`src/rtl/pixel_frame_sched.sv`:
```
// Frame scheduler for the pixel AXI4 write master: per-transaction addressing,
// ping-pong frame buffers, outstanding-write throttling and B-response tracking.
module pixel_frame_sched #(
    parameter int ADDR_W        = 32,
    parameter int TXN_BYTES     = 76800,
    parameter int TXN_PER_FRAME = 4,
    parameter int MAX_OUTS      = 2,
    parameter int FCNT_W        = 16,
    parameter int TRANS_RESP_W  = 2
) (
    input  logic                    clk,
    input  logic                    rst_n,
    input  logic                    cfg_en_i,
    input  logic [ADDR_W-1:0]       cfg_base0_i,
    input  logic [ADDR_W-1:0]       cfg_base1_i,
    input  logic                    cfg_err_clr_i,
    input  logic                    pdf_vld_i,
    output logic                    pdf_rdy_o,
    output logic                    tx_vld_o,
    input  logic                    tx_rdy_i,
    output logic [ADDR_W-1:0]       tx_addr_o,
    input  logic                    s_awvalid_i,
    input  logic                    s_awready_i,
    input  logic                    s_wvalid_i,
    input  logic                    s_wready_i,
    input  logic                    s_wlast_i,
    input  logic                    s_bvalid_i,
    input  logic [TRANS_RESP_W-1:0] s_bresp_i,
    output logic                    s_bready_o,
    output logic                    frame_done_o,
    output logic                    buf_sel_o,
    output logic [FCNT_W-1:0]       frame_cnt_o,
    output logic                    err_o
);

    localparam int OUTS_W = $clog2(MAX_OUTS + 1);
    localparam int TXN_W  = $clog2(TXN_PER_FRAME + 1);
    localparam logic [OUTS_W-1:0] MAX_OUTS_C = OUTS_W'(MAX_OUTS);
    localparam logic [TXN_W-1:0]  TXN_LAST   = TXN_W'(TXN_PER_FRAME);
    localparam logic [TXN_W-1:0]  TXN_FINAL  = TXN_W'(TXN_PER_FRAME - 1);
    localparam logic [ADDR_W-1:0] TXN_STEP   = ADDR_W'(TXN_BYTES);

    typedef enum logic [1:0] {
        ST_IDLE,
        ST_RUN,
        ST_DRAIN
    } state_t;

    state_t              r_state;
    state_t              w_state_next;
    logic [OUTS_W-1:0]   r_outs;
    logic [OUTS_W-1:0]   w_outs_next;
    logic [TXN_W-1:0]    r_txn_cnt;
    logic [ADDR_W-1:0]   r_addr;
    logic [FCNT_W-1:0]   r_fcnt;
    logic                r_w_busy;
    logic                r_buf_sel;
    logic                r_err;
    logic                r_frame_done;
    logic                r_bready;

    logic w_aw_hsk;
    logic w_b_hsk;
    logic w_b_dec;
    logic w_wl_hsk;
    logic w_px_hsk;
    logic w_gate;
    logic w_frame_end;

    assign w_aw_hsk = s_awvalid_i & s_awready_i;
    assign w_b_hsk  = s_bvalid_i & r_bready;
    assign w_wl_hsk = s_wvalid_i & s_wready_i & s_wlast_i;
    assign w_px_hsk = tx_vld_o & tx_rdy_i;
    // A stray B with nothing outstanding must not underflow the counter.
    assign w_b_dec  = w_b_hsk & (r_outs != '0);

    // w_busy keeps the gate open until the transaction's last W beat is taken.
    assign w_gate = r_w_busy |
                    ((r_state == ST_RUN) & (r_outs < MAX_OUTS_C) & (r_txn_cnt < TXN_LAST));

    assign tx_vld_o  = pdf_vld_i & w_gate;
    assign pdf_rdy_o = tx_rdy_i & w_gate;

    always_comb begin
        w_outs_next = r_outs;
        if (w_aw_hsk && !w_b_dec) begin
            w_outs_next = r_outs + OUTS_W'(1);
        end else if (!w_aw_hsk && w_b_dec) begin
            w_outs_next = r_outs - OUTS_W'(1);
        end
    end

    // Completion uses the post-update count so done follows the last B by one cycle.
    assign w_frame_end = (r_state == ST_DRAIN) & (w_outs_next == '0) & ~r_w_busy;

    always_comb begin
        w_state_next = r_state;
        case (r_state)
            ST_IDLE:  if (cfg_en_i) w_state_next = ST_RUN;
            ST_RUN:   if (w_aw_hsk && (r_txn_cnt == TXN_FINAL)) w_state_next = ST_DRAIN;
            ST_DRAIN: if (w_frame_end) w_state_next = cfg_en_i ? ST_RUN : ST_IDLE;
            default:  w_state_next = ST_IDLE;
        endcase
    end

    always_ff @(posedge clk) begin
        if (!rst_n) begin
            r_state <= ST_IDLE;
        end else begin
            r_state <= w_state_next;
        end
    end

    always_ff @(posedge clk) begin
        if (!rst_n) begin
            r_outs       <= '0;
            r_txn_cnt    <= '0;
            r_addr       <= '0;
            r_fcnt       <= '0;
            r_w_busy     <= 1'b0;
            r_buf_sel    <= 1'b0;
            r_err        <= 1'b0;
            r_frame_done <= 1'b0;
            r_bready     <= 1'b0;
        end else begin
            r_bready     <= 1'b1;
            r_frame_done <= w_frame_end;
            r_outs       <= w_outs_next;

            if (w_wl_hsk) begin
                r_w_busy <= 1'b0;
            end else if (w_px_hsk) begin
                r_w_busy <= 1'b1;
            end

            if (w_b_hsk && (s_bresp_i != '0)) begin
                r_err <= 1'b1;
            end else if (cfg_err_clr_i) begin
                r_err <= 1'b0;
            end

            case (r_state)
                ST_IDLE: begin
                    r_addr    <= r_buf_sel ? cfg_base1_i : cfg_base0_i;
                    r_txn_cnt <= '0;
                end
                ST_RUN: begin
                    if (w_aw_hsk) begin
                        r_addr    <= r_addr + TXN_STEP;
                        r_txn_cnt <= r_txn_cnt + TXN_W'(1);
                    end
                end
                ST_DRAIN: begin
                    if (w_frame_end) begin
                        r_buf_sel <= ~r_buf_sel;
                        r_fcnt    <= r_fcnt + FCNT_W'(1);
                        r_addr    <= r_buf_sel ? cfg_base0_i : cfg_base1_i;
                        r_txn_cnt <= '0;
                    end
                end
                default: begin
                    r_txn_cnt <= '0;
                end
            endcase
        end
    end

    assign tx_addr_o    = r_addr;
    assign buf_sel_o    = r_buf_sel;
    assign frame_cnt_o  = r_fcnt;
    assign err_o        = r_err;
    assign frame_done_o = r_frame_done;
    assign s_bready_o   = r_bready;

endmodule

```
`config.mk`:
```
export PLATFORM = sky130hd
export DESIGN_NAME = pixel_frame_sched
export DESIGN_NICKNAME = d
export VERILOG_FILES = /design/src/rtl/pixel_frame_sched.sv
export SDC_FILE = /design/constraint.sdc
export NUM_CORES = 1
export LEC_CHECK = 0
export ABC_CLOCK_PERIOD_IN_PS = 2100
export CORE_ASPECT_RATIO = 1.2
export CORE_MARGIN = 1
export CORE_UTILIZATION = 44
export DETAILED_ROUTE_END_ITERATION = 16
export HOLD_SLACK_MARGIN = 0.15
export MAX_ROUTING_LAYER = met4
export PLACE_DENSITY = 0.78
export SETUP_SLACK_MARGIN = 0.02
export SKIP_CTS_REPAIR_TIMING = 1
export SLEW_MARGIN = 20
export SYNTH_ARGS = -nofsm -noshare
export SYNTH_HDL_FRONTEND = slang
export SYNTH_SLANG_ARGS = --single-unit
```
`constraint.sdc`:
```
create_clock -name clk -period 2.1 [get_ports clk]
set_input_delay 0.525 -clock clk [delete_from_list [all_inputs] [get_ports clk]]
set_output_delay 0.525 -clock clk [all_outputs]
set_load 0.02 [all_outputs]
```
Yosys cells after proc, flatten, opt, wreduce, memory -nomap -nowiden:

Cells that the tools add are included.
Widths: inputs -> output; s select.

* memory bits (writable): 0
* output and inout bits: 54
* bits in latches: 0
* memories: 0
* bits in registers: 60
* bits in read-only memories: 0

* divide/modulo/power cells: 0
* reduce and logical (&&, ||, !) cells: 17
* bitwise operators: 16
* add/subtract/negate cells: 5
* multipliers: 0
* equality and inequality tests: 7
* multiplexer cells: 18
* order comparisons: 2
* shift operators: 0

Operator list (number)
* $mux 32: 4
* $pmux 32 s3: 1
* $add 32x17->32 const B: 1
* $add 16x1->16 const B: 1
* $and 1x1->1: 12
* $mux 2: 5
* $mux 3: 2
* $ne 2x2->1 const B: 3
* $pmux 2 s3: 1
* $pmux 3 s2: 1
* $reduce_and 3->1: 2
* $reduce_bool 2->1: 3
* $logic_and 1x1->1: 4
* $logic_not 2->1: 2
* $mux 1: 4
* $reduce_and 2->1: 2
* $add 3x1->3 const B: 1
* $eq 3x2->1 const B: 1
* $lt 3x3->1 const B: 1
* $not 1->1: 3
* $reduce_bool 3->1: 1
* $add 2x1->2 const B: 1
* $eq 2x1->1 const B: 1
* $eq 2x2->1 const B: 1
* other kinds (6): 7

Depth between registers and ports, before layout:

* depth after elaboration: 10
* depth in mapped cells: 9
* gate-level depth less buffers: 7

Least setup slack after synthesis:

Ideal clock, no wire load.

* kind: register to register
* start: register r_outs[0]
* end: register r_txn_cnt[2]
* arrival time: 2.049 ns
* library setup time: 0.115 ns
* required time: 1.985 ns
* path buffers: 2
* stages on the path, launching flop included: 10
* period minus slack after synthesis: 2.163 ns
* path slack: -0.063 ns
* cells stage by stage: dfxtp_1 inv_2 ha_1 nand3b_1 a311o_2 a31oi_1 buf_4 buf_6 nor4_1 o21a_1

* cells in the longest elaborated chain, start to end: 10
* elaborated cells between the ends (all ways): 14

Ends and longest elaborated chain
* from (decl): RTL line 51 `logic [OUTS_W-1:0] r_outs;`
* from (signal assigned): RTL line 128 `r_outs <= w_outs_next;`
* $reduce_bool 2->1: RTL line 75 `assign w_b_dec = w_b_hsk & (r_outs != '0);`
* $and 1x1->1: RTL line 75
* $logic_and 1x1->1 or $logic_not 1->1 (tied branches): RTL line 88, 86
* $mux 2 or $logic_and 1x1->1 (tied branches): RTL line 88, 86
* $mux 2 *: RTL line 86 `if (w_aw_hsk && !w_b_dec) begin`
* $logic_not 2->1 *: RTL line 94 `assign w_frame_end = (r_state == ST_DRAIN) & (w_outs_next == '0) & ~r_w_busy;`
* $and 1x1->1 * (2 in series): RTL line 94
* $ne 2x2->1 (no line) *
* $reduce_and 2->1 (no line) *
* to (signal assigned): RTL line 150 `r_txn_cnt <= r_txn_cnt + TXN_W'(1);`
* to (decl): RTL line 53 `logic [TXN_W-1:0] r_txn_cnt;`

Every way passes the cells marked *; elsewhere a longest branch is shown, timed or not.
A chain may end at the register's enable or synchronous reset.

Worst setup path in the final report:

* start: register r_outs[0]
* end: register r_addr[25] (netlist: tx_addr_o[25])

* cells in the longest elaborated chain, start to end: 10
* elaborated cells between the ends (all ways): 14

Ends and longest elaborated chain
* $reduce_bool 2->1: RTL line 75
* $and 1x1->1: RTL line 75
* $logic_and 1x1->1 or $logic_not 1->1 (tied branches): RTL line 88, 86
* $mux 2 or $logic_and 1x1->1 (tied branches): RTL line 88, 86
* $mux 2 *: RTL line 86
* $logic_not 2->1 *: RTL line 94
* $and 1x1->1 * (2 in series): RTL line 94
* $ne 2x2->1 (no line) *
* $reduce_and 3->1 (no line) *
* to (signal assigned): RTL line 144 `r_addr <= r_buf_sel ? cfg_base1_i : cfg_base0_i;`
* to (signal assigned): RTL line 149 `r_addr <= r_addr + TXN_STEP;`
* to (signal assigned): RTL line 157 `r_addr <= r_buf_sel ? cfg_base0_i : cfg_base1_i;`
* to (decl): RTL line 54 `logic [ADDR_W-1:0] r_addr;`

Marks and branches as above.

==> results_dict.tcl <==
set metrics [dict create \
    fillCellCount 803 \
    multi_input_combinational_cell_area_sq_mm 0.003281 \
    placement_rows 40 \
    worst_hold_path_type "flop to flop" \
    sequential_cell_area_sq_mm 0.001206 \
    worstPathCellList "inv_4, ha_4, nand3b_1, a311o_2, a31oi_4, clkbuf_16, nor3_2, o221a_2" \
    track_usage 0.2939 \
    syn-instance-count 621 \
    cpMaxStageDelayCell "a31oi_4" \
    area.growth.synth_to_final_pct 53.47 \
    min_from "tx_addr_o[4]" \
    start_util 0.4540 \
    die_y_um 113.3 \
    register_to_register_setup_slack_ns -0.1 \
    timing.final.crit_share 1.047 \
    clock_tree.root_cell "clkbuf_16" \
    dominant_delay_contributor_by_cell_family_on_the_critical_path "compound AO/OA/AOI/OAI gates" \
    final.setup.worst_slack_ns -0.09830 \
    cp_data_arrival_time_ns 2.43 \
    final_design_area_no_fill_sq_mm 0.006974 \
    yosys.area.top_type_share 0.2643 \
    synth.cell_area_sq_mm 0.004544 \
    drtIter0Drc 453 \
    cts_tree "built" \
    yosys_register_bits 60 \
    edff_count_synth 0 \
    floorplan.die_area_sq_mm 0.01074 \
    insertion_delay_ns 0.34 \
    ratio_of_cells_with_drive_above_1_in_the_final_layout 0.1831 \
    first_global_vias 5161 \
    design.portCount 132 \
    cts.sink_count 60 \
    grt_start_max_net_pins 55 \
    worstSetupEndpointType "flop" \
    path_class "flop to flop" \
    vias_per_cell 6.356 \
    setup_violations 17 \
    max_cap_violations 0 \
    post_synth_top_flop "dfxtp_1" \
    total_power_uw 6145 \
    max_clock_freq_ghz 0.4549 \
    finalCriticalPeriod_ns 2.198 \
    clkSlewWorstSetupHoldPaths_ns 0.05 \
    hold_end "tx_addr_o[4]" \
    synthDistinctLibCells 66 \
    cts-buffers-inserted 9 \
    die-width_um 94.77 \
    rr_worst_depth 8 \
    async_reset_ff_frac 0 \
    worstSetupPathDepth 8 \
    status "finished with violations" \
    worst-endpoint-required_ns 2.33 \
    finalNetCount 852 \
    synthesis.area_per_instance_sq_um 7.318 \
    critPathMaxFanout 6 \
    cp-start-kind "flop" \
    n_antenna_cell 0 \
    yosysWarnings 0 \
    yosysSeqAreaShare 0.2643 \
    tightestPinTransition_ns 0.4593 \
    static-leakage-power_uw 0.002760 \
    worst_hold_path.num_cells 2 \
    yosys.area.top_type "dfxtp_1" \
    tns_ns -0.9271 \
    globalRouteOverflowTotal 0 \
    rsz_0062_raised_after_global_routing "yes" \
    max-slew-margin-rel 0.6938 \
    finClkSkew_ns 0.005248 \
    timing_hold_violations_final 0 \
    route.detailed.wl_per_inst_um 18.04 \
    cts-htree-levels 3 \
    timing.critical_path.buf_inv 2 \
    route.detailed.drc 0 \
    place.port_buffers 131 \
    wirelength_mm 16.16 \
    p_per_area_mw_per_mm2 881.1 \
    route.antenna.remaining_nets 0 \
    ir_worst_vdd_mv 0.4408 \
    route.vias.total 5695 \
    synth.top_cells.by_area "dfxtp_1 26%, a21oi_1 9.4%, and3_1 8.8%" \
    net_count_of_the_mapped_netlist 708 \
    max-clock-path-buffers 2 \
    critPathMaxStageDelay_ns 0.42 \
    violations_in_the_final_reports "setup timing" \
    fin_util 0.6968 \
    grt_pass1_wl_mm 24.14 \
    final-max-slew-violation-count 0 \
    r2r-start "r_outs[0]" \
    detailed_place_hpwl_mm 11.03 \
    number_of_antenna_violations_at_the_first_check_in_global_routing 0 \
    core_sq_mm 0.01001 \
    router_iterations_before_antenna_repair 8 \
    r2r-end "tx_addr_o[25]" \
    place_area_sq_mm 0.006284 \
    gpl.final_weighted_congestion 0.9304 \
]
-- placed cells by master (no fill, tap or decap), types with 4 or more instances in the layout --
master,count
a211oi_1,33
a211oi_2,11
a21oi_1,74
a21oi_2,11
a31oi_1,12
and2_1,4
and3_1,64
buf_12,7
buf_4,45
buf_6,5
clkbuf_16,12
clkdlybuf4s50_1,124
dfxtp_1,56
dfxtp_2,4
dlymetal6s2s_1,6
ha_1,7
inv_1,18
mux2i_1,9
nand2_1,42
nand2b_1,10
nand3_1,17
nand4_1,18
nor2_1,20
nor2b_1,4
nor3_2,5
o211ai_1,5
o21a_1,4
o21ai_0,33
o21ai_1,5
o221a_2,6
o22ai_1,4
o31ai_1,10
o32ai_1,6
or3_1,4
or4_4,5
-- how the worst max path moves through the flow --
stage	slack, ns	startpoint	end
finish	-0.1	r_outs[0]	tx_addr_o[25]
global route	-0.13	r_outs[0]	r_txn_cnt[0]
CTS	-0.37	s_awvalid_i	tx_addr_o[9]
detailed placement	-0.72	s_awvalid_i	tx_addr_o[9]
global placement	-0.55	s_awvalid_i	tx_addr_o[3]
floorplan	-0.02	r_outs[1]	r_txn_cnt[2]
-- stage by stage --
stage	hold slack (ns)	setup slack, ns	std cells
after floorplan	0.4726	-0.02216	621
after global placement	0.4503	-0.5527	874
after detailed placement	0.4599	-0.7230	874
after CTS	0.4673	-0.3711	890
after global routing	0.4772	-0.1337	896
final	0.4715	-0.09830	896
-- power by group --
part / internal, uW / switching (uW) / leakage [uW]
combinational: 1380 / 1590 / 0.00211
sequential: 1340 / 223 / 0.000493
clock: 1060 / 546 / 0.000159
total: 3790 / 2360 / 0.00276
-- registers in the layout, indices dropped and copies added, names as in the netlist --
signal        flops
buf_sel_o         1
r_w_busy          1
frame_cnt_o      16
frame_done_o      1
s_bready_o        1
r_txn_cnt         3
r_outs            2
err_o             1
r_state           2
tx_addr_o        32
-- worst min-delay path, delay by kind of cell (launching register included) --
family / cells / cell delay, ns
flops: 1 / 0.31
compound gates: 1 / 0.06
simple gates: 1 / 0.05
-- cells by family after synthesis --
family / share of synthesized area
compound gates: 0.3552
xor+xnor: 0.005783
fa+ha+maj: 0.02478
buf+inv: 0.06993
flops: 0.2643
mux: 0.02230
simple gates: 0.2577
-- layout make-up --
cell class              count  area share
repair buffers            191      0.2768
clock inverters             5     0.01076
clock buffers              11     0.03480
inverters                  21     0.01166
well taps                 126     0.02260
multi-input cells         482      0.4704
flip-flops and latches     60      0.1729
-- cell usage after synthesis, drive strengths merged (2+ instances only) --
library cell / count
a41oi: 3
and4: 3
inv: 20
mux2i: 9
a21o: 2
and2: 5
or4: 6
o221a: 7
or3: 6
nand2: 43
dfxtp: 60
o32a: 2
clkbuf: 45
a31oi: 13
nor4: 2
a211oi: 44
o32ai: 6
a21oi: 85
nand4: 18
nor2b: 4
o211ai: 5
xor2: 2
o41ai: 2
nand3: 17
nand2b: 10
o21a: 4
o311ai: 6
ha: 9
o21ai: 38
and3: 64
a211o: 2
nor2: 21
nor3: 10
o31ai: 10
buf: 13
o22ai: 4
-- per-layer routing --
metal	vias up	global-route usage	part of all wire
met5	-	-	0
met4	0	0.1404	0.035
met3	68	0.04906	0.068
met2	295	0.4676	0.50
met1	2658	0.3575	0.40
li1	2674	-	-
Power figures use the tool's default switching activity.
